[src/rtl/mem_port_arbiter.sv]
// Single-port memory arbiter: one data access then one fetch per pipeline advance, with handshake watchdog.
// Define MEM_PORT_ARB_PERF_EN to add stall/access performance counters.
module mem_port_arbiter #(
    parameter int unsigned AW      = 32,
    parameter int unsigned DW      = 32,
    parameter int unsigned TIMEOUT = 64
) (
    input  logic          clk,
    input  logic          reset,
    input  logic [AW-1:0] PCF,
    input  logic [AW-1:0] ALUOutM,
    input  logic [DW-1:0] WriteDataM,
    input  logic          MemWriteM,
    input  logic          MemtoRegM,
    output logic [DW-1:0] ImmRD,
    output logic [DW-1:0] DmmRD,
    output logic          mem_stall,
    output logic          mem_req,
    output logic          mem_we,
    output logic [AW-1:0] mem_addr,
    output logic [DW-1:0] mem_wdata,
    input  logic [DW-1:0] mem_rdata,
    input  logic          mem_ack,
`ifdef MEM_PORT_ARB_PERF_EN
    output logic [31:0]   perf_stall_cycles,
    output logic [31:0]   perf_data_acc,
    output logic [31:0]   perf_fetch_acc,
`endif
    output logic          mem_err
);

    localparam int unsigned CNT_W    = 32;
    localparam logic [CNT_W-1:0] TMO_LAST = (TIMEOUT == 0) ? CNT_W'(0) : CNT_W'(TIMEOUT - 1);

    typedef enum logic [2:0] {
        ARB     = 3'd0,
        D_ACC   = 3'd1,
        I_ACC   = 3'd2,
        RELEASE = 3'd3,
        ERR     = 3'd4
    } state_t;

    state_t           r_state;
    logic [DW-1:0]    r_imm_rd;
    logic [DW-1:0]    r_dmm_rd;
    logic             r_err;
    logic [CNT_W-1:0] r_tmo_cnt;

    logic w_d_need;
    logic w_is_load;
    logic w_tmo_hit;

    assign w_d_need  = MemWriteM | MemtoRegM;
    assign w_is_load = MemtoRegM & ~MemWriteM;  // a simultaneous store takes priority
    assign w_tmo_hit = (TIMEOUT != 0) && (r_tmo_cnt == TMO_LAST);

    always_ff @(posedge clk or negedge reset) begin
        if (!reset) begin
            r_state   <= ARB;
            r_imm_rd  <= '0;
            r_dmm_rd  <= '0;
            r_err     <= 1'b0;
            r_tmo_cnt <= '0;
        end else begin
            case (r_state)
                ARB: begin
                    r_tmo_cnt <= '0;
                    r_state   <= w_d_need ? D_ACC : I_ACC;
                end
                D_ACC: begin
                    if (mem_ack) begin
                        if (w_is_load) r_dmm_rd <= mem_rdata;
                        r_tmo_cnt <= '0;
                        r_state   <= I_ACC;
                    end else if (w_tmo_hit) begin
                        r_err     <= 1'b1;
                        r_tmo_cnt <= '0;
                        r_state   <= ERR;
                    end else begin
                        r_tmo_cnt <= r_tmo_cnt + CNT_W'(1);
                    end
                end
                I_ACC: begin
                    if (mem_ack) begin
                        r_imm_rd  <= mem_rdata;
                        r_tmo_cnt <= '0;
                        r_state   <= RELEASE;
                    end else if (w_tmo_hit) begin
                        r_err     <= 1'b1;
                        r_tmo_cnt <= '0;
                        r_state   <= ERR;
                    end else begin
                        r_tmo_cnt <= r_tmo_cnt + CNT_W'(1);
                    end
                end
                RELEASE: begin
                    r_tmo_cnt <= '0;
                    r_state   <= ARB;
                end
                ERR: begin
                    r_state <= ERR;
                end
                default: begin
                    r_tmo_cnt <= '0;
                    r_state   <= ARB;
                end
            endcase
        end
    end

    // Memory-side outputs follow the frozen pipeline inputs combinationally from state.
    always_comb begin
        mem_req   = 1'b0;
        mem_we    = 1'b0;
        mem_addr  = '0;
        mem_wdata = '0;
        case (r_state)
            D_ACC: begin
                mem_req   = 1'b1;
                mem_we    = MemWriteM;
                mem_addr  = ALUOutM;
                mem_wdata = WriteDataM;
            end
            I_ACC: begin
                mem_req  = 1'b1;
                mem_addr = PCF;
            end
            default: begin
                mem_req = 1'b0;
            end
        endcase
    end

    assign mem_stall = (r_state != RELEASE);
    assign ImmRD     = r_imm_rd;
    assign DmmRD     = r_dmm_rd;
    assign mem_err   = r_err;

`ifdef MEM_PORT_ARB_PERF_EN
    logic [31:0] r_perf_stall;
    logic [31:0] r_perf_data;
    logic [31:0] r_perf_fetch;

    always_ff @(posedge clk or negedge reset) begin
        if (!reset) begin
            r_perf_stall <= '0;
            r_perf_data  <= '0;
            r_perf_fetch <= '0;
        end else begin
            if (mem_stall) r_perf_stall <= r_perf_stall + 32'd1;
            if ((r_state == D_ACC) && mem_ack) r_perf_data <= r_perf_data + 32'd1;
            if ((r_state == I_ACC) && mem_ack) r_perf_fetch <= r_perf_fetch + 32'd1;
        end
    end

    assign perf_stall_cycles = r_perf_stall;
    assign perf_data_acc     = r_perf_data;
    assign perf_fetch_acc    = r_perf_fetch;
`endif

endmodule

[config.mk]
export PLATFORM = sky130hd
export DESIGN_NAME = mem_port_arbiter
export DESIGN_NICKNAME = d
export VERILOG_FILES = /design/src/rtl/mem_port_arbiter.sv
export SDC_FILE = /design/constraint.sdc
export NUM_CORES = 1
export LEC_CHECK = 0
export BUFFER_PORTS_ARGS = -buffer_cell sky130_fd_sc_hd__buf_2
export CORE_UTILIZATION = 49
export CTS_CLUSTER_SIZE = 10
export DETAILED_ROUTE_END_ITERATION = 12
export GPL_ROUTABILITY_DRIVEN = 0
export MAX_ROUTING_LAYER = met4
export PLACE_DENSITY = 0.86
export SLEW_MARGIN = 0
export SYNTH_ARGS = -nofsm -noshare
export SYNTH_HDL_FRONTEND = slang
export SYNTH_SLANG_ARGS = --single-unit
[constraint.sdc]
create_clock -name clk -period 3.3 [get_ports clk]
set_input_delay 0.495 -clock clk [delete_from_list [all_inputs] [get_ports clk]]
set_output_delay 0.495 -clock clk [all_outputs]
set_load 0.005 [all_outputs]
# --- Word-level counts from Yosys, hierarchy flattened ---
# Index checks and enable logic that the tools add are counted.
word_totals:
  in_bits: 133
  output_inout_bits: 132
  latchBits: 0
  ram_bits: 0
  elab_cells: 32
  mem_bits_ro: 0
  ff_bits: 100
  n_memories: 0
op_classes:
  mux: 12
  n_mul: 0
  magnitude_cmp: 0
  bitwise_logic: 4
  n_addsub: 1
  n_reduce_logical: 5
  shifts: 0
  div_mod_pow: 0
  eq_ne: 5
op_table:
  columns: ["cell", "n"]
  rows:
  - ["32-bit one-hot mux with 2 select lines", 2]
  - ["32-bit two-way mux", 3]
  - ["32-bit by 1-bit adder with 32-bit output (second input constant)", 1]
  - ["32-bit by 6-bit == test with 1-bit output (second input constant)", 1]
  - ["3-bit one-hot mux with 4 select lines", 1]
  - ["3-bit two-way mux", 3]
  - ["3-bit AND reduction", 2]
  - ["3-bit by 1-bit == test with 1-bit output (second input constant)", 1]
  - ["3-bit by 2-bit == test with 1-bit output (second input constant)", 1]
  - ["3-bit == test (second input constant)", 1]
  - ["3-bit zero test", 1]
  - ["3-bit by 2-bit != test with 1-bit output (second input constant)", 1]
  - ["1-bit two-way mux", 2]
  - ["2-bit two-way mux", 1]
  - ["1-bit NOT", 2]
  - ["2-bit AND reduction", 1]
  - ["2-bit OR reduction", 1]
  - ["1-bit bitwise AND", 1]
  - ["1-bit OR", 1]

# --- Logic depth before layout (Yosys ltp) ---
depth:
  ltp_word: 4
  mapped_depth: 6
  mapped_depth_nobuf: 5

# --- Worst setup path before layout ---
# No wires, ideal clock.
synth_timing:
  kind: "reg-to-output"
  startpoint: "reg r_state[1]"
  endpoint: "out mem_addr[0]"
  path_buffers: 3
  arrival_time_ns: 1.523
  slack_ns: 1.282
  required_time_ns: 2.805
  path_stages_with_launch: 7
  cell_sequence: "dfrtp_1 -> buf_2 -> nand2b_1 -> nor2_1 -> clkbuf_1 -> buf_1 -> a22o_1"
synth_via:
  elab_chain_cells: 2
  word_cells_on_any_way: 3
  cone_classes: "2 x eq/ne; 1 x mux"
synth_lines:
  columns: ["element", "line", "text"]
  rows:
  - ["from (decl)", "43", "state_t r_state;"]
  - ["from (signal assigned)", "68", "r_state <= w_d_need ? D_ACC : I_ACC;"]
  - ["3-bit by 2-bit == test with 1-bit output / 3-bit by 1-bit == test with 1-bit output (equally long branches)", "117", "case (r_state)"]
  - ["32-bit one-hot mux with 2 select lines *", "117", null]
  - ["to (decl)", "20", "output logic [AW-1:0] mem_addr,"]
# Every way passes the cells marked *; elsewhere a longest branch is shown, timed or not.

# --- Worst setup path after layout ---
layout_timing:
  startpoint: "reg r_state[1]"
  endpoint: "out mem_addr[10]"
# Same word-level chain as after synthesis.

==> results.md <==
- Max-slew violations: 0
- Port bufs: 264
- EDFF count, synth: 0
- DP Wirelength: 12.4 mm
- Min-delay worst type: primary input to asynchronous set/reset pin
- First-pass detailed-route iteration total: 5
- Filler cells: 737
- CP required: 2.80 ns
- Clock Skews: 0.00945 ns
- FF-to-FF path depth: 4
- Status: completed
- CP Class: register to output pin
- Cell taking the most area after synthesis: dfrtp_1
- Yosys warnings: 0
- Initial Util: 0.508
- Postcts setup bufs: 0
- Largest family of logic cells by synthesized area: simple AND/OR/NAND/NOR gates
- Startpoint types: register
- Clock transition at path regs: 0.10 ns
- Die extent in y: 103 um
- Top achievable clock speed: ~0.36 GHz
- Net count, final: 818
- Max-cap violation count: 0
- Top_reg_cell synth: dfrtp_1
- CTS Root Cell: clkbuf_8
- Synth Area per Inst: 11.5 um^2
- Synth Register Bits: 100
- Mapped Nets: 567
- Standby leakage power: between 0.003 and 0.004 uW
- Synth cell count leaders: 100 x dfrtp_1, 62 x mux2_2, 36 x and2_1
- Top-count cell post-synth: dfrtp_1
- Hold Vio Cnt, Final: 0
- Unrepaired setup endpoints after global routing: no
- Area occupied by multi-input gates: 0.00235 mm^2
- CP max FO: 37
- First-pass GRT wire length: ~23 mm
- H-tree depth: 3
- Num CTS Buffers: 9
- Crit. Startpoint: r_state[1]
- CTS tree: built
- Unique masters post-synth: 43
- Area fraction in compound gates after synthesis: 0.145
- Sum of negative setup slack: 0 ns
- Register area: approximately 0.0025 mm^2
- Ys async rst share: 1.00
- Worst Path Arrival: approximately 2.3 ns
- Total track usage: 0.300
- Layout cells sized above 1: 0.525
- Post-DRT Antenna Nets: 0
- Synth Area in XOR/XNOR: 0.0158
- Setup-failing EPs final: 0
- Post-synthesis simple-gate area fraction: 0.159
- Skew-Pair Late Insertion Delay: 0.37 ns
- Initial DRC Count: 276
- Largest cells by area after synthesis: dfrtp_1 50%, mux2_2 14%, a22o_1 5.6%, and2_1 4.5%, a22oi_1 2.9%
- Drt via density: 5.64
- Initial antenna violation count: 4
- Sequential fraction of the synthesis area: 0.502
- Largest net degree at the start of global routing: 62
- Clock Tree Buf Depth: 2
- Top cell type's share of synthesized area: 0.502
- Area growth, synth to finish: 33.2%
- Worst-margin pin slew: 0.767 ns
- R2r startpoint: r_state[2]
- Core Util, Final: 0.677
- Routed len/inst: approximately 19 um
- Top Ports: 265
- Final Cycle Share: 0.849
- Total power: 4820 uW
- Adder-cell area share of the yosys netlist: 0.00251
- Post-synthesis mux area share: 0.144
- Row count: 36
- CP Capture Type: output pin
- Clock tree sinks: 100
- Die X: 103 um
- CTS resizes: 0
- Post-route minimum period: between 2 and 3 ns
- Die area: between 0.01 and 0.015 mm^2
- Vias in the first global route: 4,274
- Pwr/cell area: 726 mW/mm^2
- Synthesized cell area: 0.00499 mm^2
- Hold-fix buffers, CTS: 0
- Core Area: 0.00982 mm^2
- Slew HR: 0.489
- Final wirelength: 16.0 mm
- Overflow after GRT: 0
- Worst VDD drop: 373 uV
- Via count: between 4,000 and 5,000
- Drt drc: 0
- Synth Instances: around 430
-- worst paths after layout --
| check | endpoint | slack (ns) |
|---|---|---|
| min | ImmRD[26] | 0.18 |
| max reg2reg | r_tmo_cnt[21] | 0.81 |
| min in group clk | ImmRD[8] | 0.35 |
| min reg2reg | mem_err | 0.48 |
| max | mem_addr[10] | 0.50 |
| max in group asynchronous | DmmRD[22] | 2.32 |
-- final cells by class --
cell class / instances / area share
sequential: 100 / 0.377
multi-input combinational: 296 / 0.354
timing repair buffer: 273 / 0.209
tap: 133 / 0.0250
clock buffer: 9 / 0.0186
clock inverter: 7 / 0.0124
inverter: 4 / 0.00226
antenna: 4 / 0.00151
-- per-stage QoR --
stage	std cells	instance area (um^2)	hold slack, ns	setup slack (ns)
3_5_place_dp	806	6430	0.445	0.828
3_3_place_gp	806	6430	0.444	0.948
5_1_grt	826	6650	0.236	0.300
6_report	826	6650	0.184	0.499
4_1_cts	822	6640	0.201	0.488
2_1_floorplan	433	4990	0.199	1.28
-- logic make-up (layout without fill, tap and decap cells) --
| kind of cell | Yosys count | after routing |
|---|---|---|
| xor+xnor | 9 | 9 |
| compound gates | 96 | 96 |
| simple gates | 126 | 126 |
| fa+ha+maj | 1 | 1 |
| buf+inv | 37 | 293 |
| other cells | 0 | 4 |
| flops | 100 | 100 |
| mux | 64 | 64 |
-- placed cells by master (no fill, tap or decap), types with 3 or more instances in the layout --
cell	synthesis	layout
nor4_1	7	7
a22o_1	32	32
diode_2	0	4
and4_1	3	3
dfrtp_1	100	100
o21ai_0	9	9
o31ai_1	16	15
xor2_1	7	7
mux2_2	62	62
nor2_1	4	3
nand2_1	15	15
inv_1	4	4
a22oi_1	19	19
and3_1	4	4
or4_1	15	15
a21oi_1	10	10
buf_2	17	263
or3_1	6	6
and2_1	36	36
buf_4	0	10
nor3_1	3	3
clkbuf_8	0	9
nand3_1	8	8
a21o_1	3	3
nand4_1	13	13
-- report_power, final --
group	leakage (uW)	switching, uW	internal (uW)	total (uW)
registers	0.00127	240	1640	1880
clock network	0.0000984	448	362	810
logic	0.00194	1010	1120	2130
-- flip-flops by register name (all words and copies together) (netlist names) --
name / count
DmmRD: 32
ImmRD: 32
r_tmo_cnt: 32
r_state: 3
mem_err: 1
-- critical path, stage by stage, from the launching register on --
cell and delay [ns]:
dfrtp_1 0.48, nand2b_1 0.28, nor2_4 0.57, buf_4 0.31
a22o_1 0.16, buf_2 0.12
-- metal layers --
layer,GRT usage,up-vias,wire length (um)
met5,-,-,0
met4,0.164,0,734
met3,0.0908,47,1410
met2,0.469,194,7920
met1,0.347,2267,5990
li1,-,2154,-
Note: power is estimated with default switching activity, not from simulation.
